File: src/rtl/vga_line_fetch_pkg.sv
// Shared constants, fetch FSM states and line address helper for the VGA line fetcher.
package vga_pkg;
  localparam int H_ACTIVE       = 640;
  localparam int V_ACTIVE       = 480;
  localparam int V_LAST         = 524;
  localparam int WORDS_PER_LINE = 40;
  localparam int ADDR_W         = 15;
  localparam int WIDX_W         = 6;

  typedef enum logic [1:0] {
    IDLE,
    REQ,
    DRAIN,
    FLUSH
  } fetch_state_e;

  // line*40 as shift-add so no multiplier is inferred
  function automatic logic [ADDR_W-1:0] line_base(input logic [9:0] line);
    logic [ADDR_W-1:0] l;
    l = ADDR_W'(line);
    return (l << 5) + (l << 3);
  endfunction
endpackage

File: src/rtl/vga_line_fetch_if.sv
// Video-RAM read bus: request/accept handshake plus in-order read data strobe.
interface vga_line_fetch_if;
  import vga_pkg::*;

  logic              mem_req;
  logic [ADDR_W-1:0] mem_addr;
  logic              mem_ready;
  logic              mem_valid;
  logic [15:0]       mem_rdata;

  modport master (
    output mem_req,
    output mem_addr,
    input  mem_ready,
    input  mem_valid,
    input  mem_rdata
  );

  modport slave (
    input  mem_req,
    input  mem_addr,
    output mem_ready,
    output mem_valid,
    output mem_rdata
  );
endinterface

File: src/rtl/vga_line_bank.sv
// Ping-pong pair of 40x16 line buffers: one write port, one registered read port.
module vga_line_bank
  import vga_pkg::*;
(
  input  logic              clk_i,
  input  logic              we_i,
  input  logic              wbank_i,
  input  logic [WIDX_W-1:0] waddr_i,
  input  logic [15:0]       wdata_i,
  input  logic              rbank_i,
  input  logic [WIDX_W-1:0] raddr_i,
  output logic [15:0]       rdata_o
);
  logic [15:0] mem_q [2][WORDS_PER_LINE];
  logic [15:0] rdata_q;

  // no reset on the storage so it maps onto block RAM
  always_ff @(posedge clk_i) begin
    if (we_i) mem_q[wbank_i][waddr_i] <= wdata_i;
    rdata_q <= mem_q[rbank_i][raddr_i];
  end

  assign rdata_o = rdata_q;
endmodule

File: src/rtl/vga_line_fetch.sv
// Prefetches the next display line from video RAM into a ping-pong line buffer
// and serves the 16-pixel word under the beam to the VGA output stage.
//
// state | meaning
// IDLE  | no fetch in progress
// REQ   | issuing 40 read requests, at most 2 outstanding
// DRAIN | all requests accepted, collecting remaining responses
// FLUSH | deadline missed, discarding in-flight responses before refetch
module vga_line_fetch
  import vga_pkg::*;
(
  input  logic                     CLK_50,
  input  logic                     RESET,
  input  logic                     pix_tick,
  input  logic [9:0]               pixel_x,
  input  logic [9:0]               pixel_y,
  input  logic                     in_display,
  vga_line_fetch_if.master         mem,
  output logic [15:0]              pixel_out,
  output logic                     underflow
);
  localparam logic [WIDX_W-1:0] LAST_IDX = WIDX_W'(WORDS_PER_LINE - 1);

  fetch_state_e      state_q, state_d;
  logic [WIDX_W-1:0] word_q, word_d, resp_q, resp_d;
  logic [1:0]        out_q, out_d;
  logic              read_bank_q, read_bank_d;
  logic [1:0]        valid_q, valid_d;
  logic [9:0]        target_q, target_d;
  logic              target_ok_q, target_ok_d;
  logic              underflow_q, underflow_d;
  logic              mem_req_q;
  logic [ADDR_W-1:0] mem_addr_q;
  logic              sel_q;
  logic [15:0]       bank_rdata;

  logic       line_start, accept, resp_take, bank_we, fetch_done, next_ok;
  logic [9:0] next_line;

  assign line_start = pix_tick && (pixel_x == 10'd0);
  assign next_line  = (pixel_y == 10'(V_LAST)) ? 10'd0 : pixel_y + 10'd1;
  assign next_ok    = next_line < 10'(V_ACTIVE);
  assign accept     = mem_req_q && mem.mem_ready;
  assign resp_take  = mem.mem_valid && (state_q != IDLE);
  assign bank_we    = resp_take && ((state_q == REQ) || (state_q == DRAIN));
  assign fetch_done = bank_we && (state_q == DRAIN) && (resp_q == LAST_IDX);

  always_comb begin
    state_d     = state_q;
    word_d      = word_q;
    resp_d      = resp_q;
    out_d       = out_q + 2'(accept) - 2'(resp_take);
    read_bank_d = read_bank_q;
    valid_d     = valid_q;
    target_d    = target_q;
    target_ok_d = target_ok_q;
    underflow_d = underflow_q;
    if (accept)  word_d = word_q + 1'b1;
    if (bank_we) resp_d = resp_q + 1'b1;

    case (state_q)
      REQ:   if (accept && (word_q == LAST_IDX)) state_d = DRAIN;
      DRAIN: if (fetch_done) begin
        state_d               = IDLE;
        valid_d[~read_bank_q] = 1'b1;
      end
      FLUSH: if (out_q == 2'd0) begin
        if (target_ok_q) begin
          state_d               = REQ;
          word_d                = '0;
          resp_d                = '0;
          valid_d[~read_bank_q] = 1'b0;
        end else begin
          state_d = IDLE;
        end
      end
      default: ;
    endcase

    // a response landing in the same cycle completes the fetch before the deadline test
    if (line_start) begin
      read_bank_d = ~read_bank_q;
      target_d    = next_line;
      target_ok_d = next_ok;
      if ((state_q == IDLE) || fetch_done) begin
        if (next_ok) begin
          state_d              = REQ;
          word_d               = '0;
          resp_d               = '0;
          out_d                = '0;
          valid_d[read_bank_q] = 1'b0;
        end else begin
          state_d = IDLE;
        end
      end else begin
        underflow_d = 1'b1;
        state_d     = FLUSH;
      end
    end
  end

  always_ff @(posedge CLK_50) begin
    if (RESET) begin
      state_q     <= IDLE;
      word_q      <= '0;
      resp_q      <= '0;
      out_q       <= '0;
      read_bank_q <= 1'b0;
      valid_q     <= '0;
      target_q    <= '0;
      target_ok_q <= 1'b0;
      underflow_q <= 1'b0;
      mem_req_q   <= 1'b0;
      mem_addr_q  <= '0;
      sel_q       <= 1'b0;
    end else begin
      state_q     <= state_d;
      word_q      <= word_d;
      resp_q      <= resp_d;
      out_q       <= out_d;
      read_bank_q <= read_bank_d;
      valid_q     <= valid_d;
      target_q    <= target_d;
      target_ok_q <= target_ok_d;
      underflow_q <= underflow_d;
      mem_req_q   <= (state_d == REQ) && (out_d < 2'd2);
      mem_addr_q  <= line_base(target_d) + ADDR_W'(word_d);
      sel_q       <= in_display && valid_q[read_bank_q];
    end
  end

  vga_line_bank u_bank (
    .clk_i   (CLK_50),
    .we_i    (bank_we),
    .wbank_i (~read_bank_q),
    .waddr_i (resp_q),
    .wdata_i (mem.mem_rdata),
    .rbank_i (read_bank_q),
    .raddr_i (pixel_x[9:4]),
    .rdata_o (bank_rdata)
  );

  assign mem.mem_req  = mem_req_q;
  assign mem.mem_addr = mem_addr_q;
  assign pixel_out    = sel_q ? bank_rdata : 16'h0000;
  assign underflow    = underflow_q;
endmodule

File: src/flat_wrapper.sv
// flat-port wrapper written by rule: the top's interface ports become plain ports
module vga_line_fetch_flat import vga_pkg::*;
  (CLK_50, RESET, pix_tick, pixel_x, pixel_y, in_display, pixel_out, underflow, mem_mem_req, mem_mem_addr, mem_mem_ready, mem_mem_valid, mem_mem_rdata);
  vga_line_fetch_if mem_i ();
  input  logic CLK_50;
  input  logic RESET;
  input  logic pix_tick;
  input  logic [9:0] pixel_x;
  input  logic [9:0] pixel_y;
  input  logic in_display;
  output logic [15:0] pixel_out;
  output logic underflow;
  output wire logic [$bits(mem_i.mem_req)-1:0] mem_mem_req;
  output wire logic [$bits(mem_i.mem_addr)-1:0] mem_mem_addr;
  input wire logic [$bits(mem_i.mem_ready)-1:0] mem_mem_ready;
  input wire logic [$bits(mem_i.mem_valid)-1:0] mem_mem_valid;
  input wire logic [$bits(mem_i.mem_rdata)-1:0] mem_mem_rdata;
  assign mem_mem_req = mem_i.mem_req;
  assign mem_mem_addr = mem_i.mem_addr;
  assign mem_i.mem_ready = mem_mem_ready;
  assign mem_i.mem_valid = mem_mem_valid;
  assign mem_i.mem_rdata = mem_mem_rdata;
  vga_line_fetch u_core (.CLK_50(CLK_50), .RESET(RESET), .pix_tick(pix_tick), .pixel_x(pixel_x), .pixel_y(pixel_y), .in_display(in_display), .mem(mem_i), .pixel_out(pixel_out), .underflow(underflow));
endmodule
File: config.mk
export PLATFORM = sky130hd
export DESIGN_NAME = vga_line_fetch_flat
export DESIGN_NICKNAME = d
export VERILOG_FILES = /design/src/rtl/vga_line_fetch_pkg.sv /design/src/rtl/vga_line_fetch_if.sv /design/src/rtl/vga_line_bank.sv /design/src/rtl/vga_line_fetch.sv /design/src/flat_wrapper.sv
export SDC_FILE = /design/constraint.sdc
export NUM_CORES = 1
export LEC_CHECK = 0
export BUFFER_PORTS_ARGS = -buffer_cell sky130_fd_sc_hd__buf_4
export CORE_UTILIZATION = 45
export CTS_CLUSTER_SIZE = 24
export DETAILED_ROUTE_END_ITERATION = 6
export PLACE_DENSITY = 0.63
export SLEW_MARGIN = 20
export SYNTH_ARGS = -nofsm -noshare
export SYNTH_HDL_FRONTEND = slang
export SYNTH_HIERARCHICAL = 1
export SYNTH_SLANG_ARGS = --single-unit
File: constraint.sdc
create_clock -name CLK_50 -period 8.7 [get_ports CLK_50]
set_clock_uncertainty 0.15 [all_clocks]
set_input_delay 0.87 -clock CLK_50 [delete_from_list [all_inputs] [get_ports CLK_50]]
set_output_delay 0.87 -clock CLK_50 [all_outputs]
set_load 0.02 [all_outputs]
* Word level (Yosys, flattened, before mapping)
Memories as Yosys holds them, arrays and structs flattened. A register that Yosys moved wholly into a read port is not among the register bits.
Index checks and enable logic that the tools add are counted.
** Operators by class
- Add/subtract/negate cells :: 7
- Order comparisons :: 9
- Equality and inequality tests :: 7
- Mux-type cells :: 50
- Bitwise operators :: 9
- Reductions and logical operators :: 19
** Operator list (count)
- 640-bit two-way mux :: 1
- 16-bit binary-select mux with 6-bit select :: 1
- 16-bit demux with 6-bit select :: 1
- 6-bit two-way mux :: 14
- 16-bit two-way mux :: 4
- 2-bit two-way mux :: 14
- 10-bit two-way mux :: 2
- 15-bit by 13-bit adder with 15-bit output :: 1
- 15-bit by 6-bit adder with 15-bit output :: 1
- 7-bit >= comparator (second input constant) :: 2
- 6-bit inverter with 7-bit output :: 2
- 6-bit by 1-bit adder with 6-bit output (second input constant) :: 2
- 6-bit == test (second input constant) :: 2
- 1-bit logical AND :: 12
- 10-bit by 1-bit adder with 10-bit output (second input constant) :: 1
- 10-bit == test (second input constant) :: 1
- 10-bit logical NOT :: 1
- 10-bit by 9-bit less-than comparator with 1-bit output (second input constant) :: 1
- 1-bit two-way mux :: 9
- 7-bit by 1-bit less-than comparator with 1-bit output (second input constant) :: 1
- 2-bit one-hot mux with 3 select lines :: 1
- 2-bit bitwise AND :: 2
- 2-bit by 1-bit == test with 1-bit output (second input constant) :: 2
- 2-bit == test (second input constant) :: 2
- other kinds (14) :: 21
** Word-level totals
- Register bits after elaboration :: 64
- Memory bits (writable) :: 1280
- Output and inout port bits :: 33
- Word-level logic and storage cells :: 115
- Memories kept :: 1
** Memory list
- u_core.u_bank.mem_q :: depth 2, bits a word 640, rd ports 1, clocked after memory_dff 1, write ports 1, line vga_line_bank.sv:14 : logic [15:0] mem_q [2][WORDS_PER_LINE];

* Longest topological paths before layout
- Word-level depth :: 14
- Depth in mapped cells :: 19
- Gate-level depth less buffers :: 18

* Cells and area by module
Netlist, hierarchy kept.
** Modules (own cells, without submodules)
- vga_line_bank :: instances 1, cells each 2265, area each 49675.1 um^2, sequential area each 38757.2 um^2
- vga_line_fetch :: instances 1, cells each 326, area each 2840.2 um^2, sequential area each 900.9 um^2

* Worst setup path before layout
OpenSTA, ideal clock, no wires.
- Kind :: input to register
- Start :: input pixel_y[0]
- End :: register u_core.mem_addr_q[14] (netlist: u_core/mem.mem_addr[14])
- Library setup time :: 128 ps
- Arrival time :: 4023 ps
- Data required time :: 8422 ps
- Slack :: 4399 ps
- Stages on the path :: 19
- Path buffers :: 1
- Cells stage by stage :: inv_1 > ha_1 > nand4_1 > nor4_4 > nor4_4 > a2111oi_4 > a31o_4 > buf_6 > nor2_1 > ha_1 > ha_1 > inv_1 > fa_1 > nor2b_1 > o31ai_1 > a21oi_1 > o21ai_0 > xnor2_1 > nor2_1
** Between the ends
- Word-level cells in the longest chain between the ends :: 7
- Elaborated cells on any way between the ends :: 10
- Classes of those cells :: 3 x add/sub; 1 x order compare; 1 x eq/ne; 5 x mux
** Ends and longest elaborated chain
- from (decl) :: line flat_wrapper.sv:9 : input logic [9:0] pixel_y;
- 10-bit by 1-bit adder with 10-bit output / 10-bit == test (equally long branches) :: line vga_line_fetch.sv:41 : assign next_line = (pixel_y == 10'(V_LAST)) ? 10'd0 : pixel_y + 10'd1;
- 10-bit two-way mux (*) :: line vga_line_fetch.sv:41
- 10-bit by 9-bit less-than comparator with 1-bit output (*) :: line vga_line_fetch.sv:42 : assign next_ok = next_line < 10'(V_ACTIVE);
- 6-bit two-way mux (*) :: line vga_line_fetch.sv:86 : if (next_ok) begin
- 6-bit two-way mux (*) :: line vga_line_fetch.sv:85 : if ((state_q == IDLE) || fetch_done) begin
- 6-bit two-way mux (*) :: line vga_line_fetch.sv:81 : if (line_start) begin
- named net u_core.word_d[4] :: line vga_line_fetch.sv:25 : logic [WIDX_W-1:0] word_q, word_d, resp_q, resp_d;
- 15-bit by 6-bit adder with 15-bit output (*) :: line vga_line_fetch.sv:127 : mem_addr_q <= line_base(target_d) + ADDR_W'(word_d);
- to (signal assigned) :: line vga_line_fetch.sv:127
- to (decl) :: line vga_line_fetch.sv:33 : logic [ADDR_W-1:0] mem_addr_q;
The timed path passes the listed nets; every way through them passes the cells marked *.
A chain may end at the register's enable or synchronous reset.

* Worst setup path after layout
- Start :: input pixel_x[5]
- End :: register u_core.mem_addr_q[14] (netlist: u_core/mem.mem_addr[14])
** Between the ends
- Elaborated cells on any way between the ends :: 6
- Classes of those cells :: 2 x add/sub; 2 x mux; 2 x reduce/logical
** RTL lines
- from (decl) :: line flat_wrapper.sv:8 : input logic [9:0] pixel_x;
- 10-bit logical NOT :: line vga_line_fetch.sv:40 : assign line_start = pix_tick && (pixel_x == 10'd0);
- 1-bit logical AND :: line vga_line_fetch.sv:40
- 6-bit two-way mux :: line vga_line_fetch.sv:81
- named net u_core.word_d[4] :: line vga_line_fetch.sv:25
- 15-bit by 6-bit adder with 15-bit output :: line vga_line_fetch.sv:127
The timed path passes the listed nets, and every way through them passes these cells.

==> metrics.md <==
| Metric | Value |
|---|---|
| Vias in the first global route | 26.3k |
| Endpoint kind of the worst setup timing path | register |
| Count of vias placed by the detailed router | about 26k |
| Logic gate share of total power | 3.2% |
| Initial cell density of the core | 45.7% |
| Number of buffers added by the clock tree synthesis step | 137 |
| Terminus of the critical flop-to-flop path | u_core/mem.mem_addr[14]$_SDFF_PP0_ |
| Hold wc startpoint | in_display |
| Number of cells on the worst hold path | 2 |
| Worst reg2reg path depth | 17 |
| MaxCap Viol Count | 0 |
| Static leakage power | 18.9 nW |
| Largest net degree at the start of global routing | 138 |
| DRC viols | 2 |
| PnR worst setup slack | 3.85 ns |
| CORE AREA | 115000 um^2 |
| Post-synthesis sequential area ratio | 75.5% |
| Antenna violation net count after detailed routing | 0 |
| Violations in the final reports | design-rule violations |
| Detailed-placement wirelength estimate | roughly 73000 um |
| Worst hold path endpoint | u_core/sel_q$_SDFF_PP0_ |
| Launching point of the worst reg2reg path | u_core/resp_q[1]$_SDFF_PP0_ |
| Clock root buffer | clkbuf_16 |
| Highest routing layer actually used | met4 |
| Die area | 118000 um^2 |
| Post-synthesis async set-or-reset flop share | 0% |
| Share of final-layout standard cells stronger than drive strength 1 | 24.2% |
| Worst slew margin relative to its limit | 23.6% |
| Top Ports | 75 |
| Average footprint of a synthesized cell | 20.3 um^2 |
| Final worst path period need | 4.85 ns |
| Total cell area at the placement stage | 54900 um^2 |
| Critical Path Source Type | primary input |
| Maximum frequency from static timing analysis | 206 MHz |
| Final Hold Violating Endpoints | 0 |
| Aggregate routed wire length | 125000 um |
| Total number of nets in the final design | 2834 |
| Result of the run | complete, but fails checks |
| Number of buffers on the longest clock path | 3 |
| Final number of max-transition violations | 0 |
| Slew at the pin closest to its max-slew limit | 1.14 ns |
| Total Routing Usage GR | 21.4% |
| Pwr Density | 225 nW/um^2 |
| Number of iterations in the first detailed-routing pass | 7 |
| Detail-routed net length per standard cell | 28.6 um |
| Clock Sink Count | between 1k and 1.5k |
| WS Path Type | primary input to register |
| Synth Instances | 2591 |
| Longest individual stage delay on the worst path | 0.72 ns |
| Register-to-register setup slack | around 3.9 ns |
| Net Sw Power | ~0.0028 W |
| Share of the cycle needed by the critical path after routing | a little under three fifths |
| Synth cell types | 68 |
| Std-Cell Rows | 124 |
| Sequential share of power | a little over half |
| Internal Pwr Total | 0.0106 W |
| Most used flip-flop cell after synthesis | edfxtp_1 |
| Die span in y | around 340 um |
| Arrival @ worst endpoint | 5.31 ns |
| DR WL met2 | between 60000 and 70000 um |
| Number of buffers added on ports | 74 |
| Clock-pin slew reported for the worst setup and hold paths after clock tree synthesis | 0.06 ns |
| Number of buffers inserted by hold repair at cts | 0 |
| Maximum VDD drop | 0.175 mV |
| Antenna violations before repair | 3 |
| Detailed route wirelength on metal3 | roughly 10000 um |
| Final instance area | 59500 um^2 |
| DRC marker count from the first detailed-route iteration | 2985 |
| Cell with the largest stage delay on the worst path | nand3_1 |
| Beginning of the critical path | pixel_x[5] |
| RSZ-0062 raised after global routing | false |
| Clock tree from TritonCTS | done |
| Post_cts resized | 0 |
| Overflow left after global routing | 0 |
| First-pass GRT wire length | 182000 um |
| Via-per-instance ratio | 5.99 |
| Last weighted congestion value of the routability-driven placer | slightly above 0.8 |
| Net Count, Synth | 2664 |
| Worst Setup Slack post-DPL | 3.04 ns |
| Die outline width | 344 um |
| Synth Cell Area | 52500 um^2 |
| Wire length on met1 | ~52000 um |
| Number of register bits inferred by synthesis | ~1.3k |
| Area added between synthesis and finish | 13.2% |
| Setup TNS | 0 ns |
| Type of the tightest min-delay check | primary input to register |
| Required @ worst endpoint | between 9 and 10 ns |
| Clock group share of total power | 43.8% |
| Post-CTS setup buffers | 0 |
| Switching power as a share of total power | 20.7% |
| Source-to-sink clock delay at the later pin of the worst-skew pair | between 0.7 and 0.8 ns |
| Count of flip-flops with a built-in enable after synthesis | 1280 |
| Critical path cell sequence | buf_8, nor4b_1, nand3_1, a2111oi_4, a31o_4, nor2_1, ha_1, ha_1, inv_1, fa_1, nor2b_1, o31ai_1, a21oi_1, o21ai_0, xnor2_1, nor2_1 |
| Count of synthesis-stage warnings from yosys | 6 |
| Largest driver fanout on the critical path | a little over 100 |
| H-tree level count | 4 |
| Setup-violating endpoint count in the final report | 0 |
| Final-layout fill cell count | 8880 |
==> cell families (layout without fill, tap and decap cells) <==
family / count (synthesis) / in the layout / synth area share (%)
buffers and inverters: 159 / 446 / 1.66
adders and majority gates: 31 / 31 / 0.767
xor gates and xnor gates: 24 / 24 / 0.400
and+or+nand+nor: 349 / 349 / 3.24
muxes: 413 / 413 / 14.5
AOI/OAI and AO/OA: 274 / 274 / 3.87
DFF: 1341 / 1341 / 75.5
other: 0 / 2 / 0
==> synth_stat cells, types with 27 or more instances <==
cell type	instances	area share, %
nor2_1	136	0.97
a21oi_1	27	0.26
edfxtp_1	1280	73
o21ai_0	38	0.36
buf_2	55	0.52
nand2_1	57	0.41
a22oi_1	44	0.63
dfxtp_1	61	2.3
mux2_2	30	0.64
mux4_2	277	12
ha_1	29	0.69
mux2i_1	106	2.0
clkbuf_1	42	0.30
nor2b_1	32	0.38
==> cell type report <==
cell class              instances  area [um^2]  share of cell area (%)
multi-input cells            1091        12000                    20.2
repair buffers                171         1330                    2.23
diodes                          2         5.00                 0.00842
clock buffers                 181         3700                    6.22
clock inverters                75          807                    1.36
well taps                    1512         1890                    3.18
inverters                      19         71.3                   0.120
flip-flops and latches       1341        39700                    66.7
==> stage by stage <==
step / hold WS [ns] / utilization [%] / instances / total power [W]
6_report: 0.288 / 51.7 / 4392 / 0.0133
5_1_grt: 0.266 / 51.7 / 4390 / 0.0137
3_3_place_gp: 0.309 / 47.8 / 4134 / 0.00763
2_1_floorplan: 0.339 / - / 2591 / 0.00741
3_5_place_dp: 0.349 / 47.8 / 4134 / 0.00764
4_1_cts: 0.260 / 51.7 / 4390 / 0.0134
==> power groups by stage <==
stage / Sequential, W / Clock [W] / Combinational (W)
6_report: 0.00708 / 0.00584 / 0.000426
5_1_grt: 0.00708 / 0.00617 / 0.000451
4_1_cts: 0.00708 / 0.00593 / 0.000429
3_5_place_dp: 0.00722 / 0 / 0.000428
3_3_place_gp: 0.00722 / 0 / 0.000419
2_1_floorplan: 0.00721 / 0 / 0.000197
==> layer usage <==
layer	GRT usage [%]	vias to the layer above
met5	0	-
met4	5.06	0
met3	4.05	163
met2	34.3	1064
met1	30.6	14000
li1	-	11100
==> state kept, by name, indices dropped and copies added, names as in the netlist, 2 cells and up <==
signal / cells
u_core/u_bank/mem_q: 1280
u_core/u_bank/rdata_o: 16
u_core/mem.mem_addr: 12
u_core/target_q: 10
u_core/resp_q: 6
u_core/word_q: 6
u_core/out_q: 2
u_core/state_q: 2
u_core/valid_q: 2
==> layout by cell type, fill, tap and decap left out, drive strengths merged, types with 32 or more instances in the layout <==
cell type	instances
buf	171
clkinv	51
edfxtp	1280
o21ai	38
a22oi	44
dfxtp	61
mux4	277
nor2	136
nor2b	32
clkbuf	181
nand2	57
mux2i	106
==> how the worst max path moves through the flow <==
stage	end	slack, ns	cells after the start
after floorplan	u_core/mem.mem_addr[14]$_SDFF_PP0_	4.40	19
after global placement	u_core/mem.mem_addr[11]$_SDFF_PP0_	3.04	15
after detailed placement	u_core/mem.mem_addr[14]$_SDFF_PP0_	3.04	16
after CTS	u_core/mem.mem_addr[14]$_SDFF_PP0_	3.82	16
after global routing	u_core/mem.mem_addr[14]$_SDFF_PP0_	3.45	16
final	u_core/mem.mem_addr[14]$_SDFF_PP0_	3.85	16
==> worst max-delay path: cells and delay by family <==
family / cells / cell delay [ns]
AO/OA/AOI/OAI: 5 / 1.52
adder cells (fa/ha/maj): 3 / 0.91
buffers and inverters: 2 / 0.31
XOR/XNOR: 1 / 0.18
AND/OR/NAND/NOR: 5 / 1.48
(Power assumes the default switching activity.)
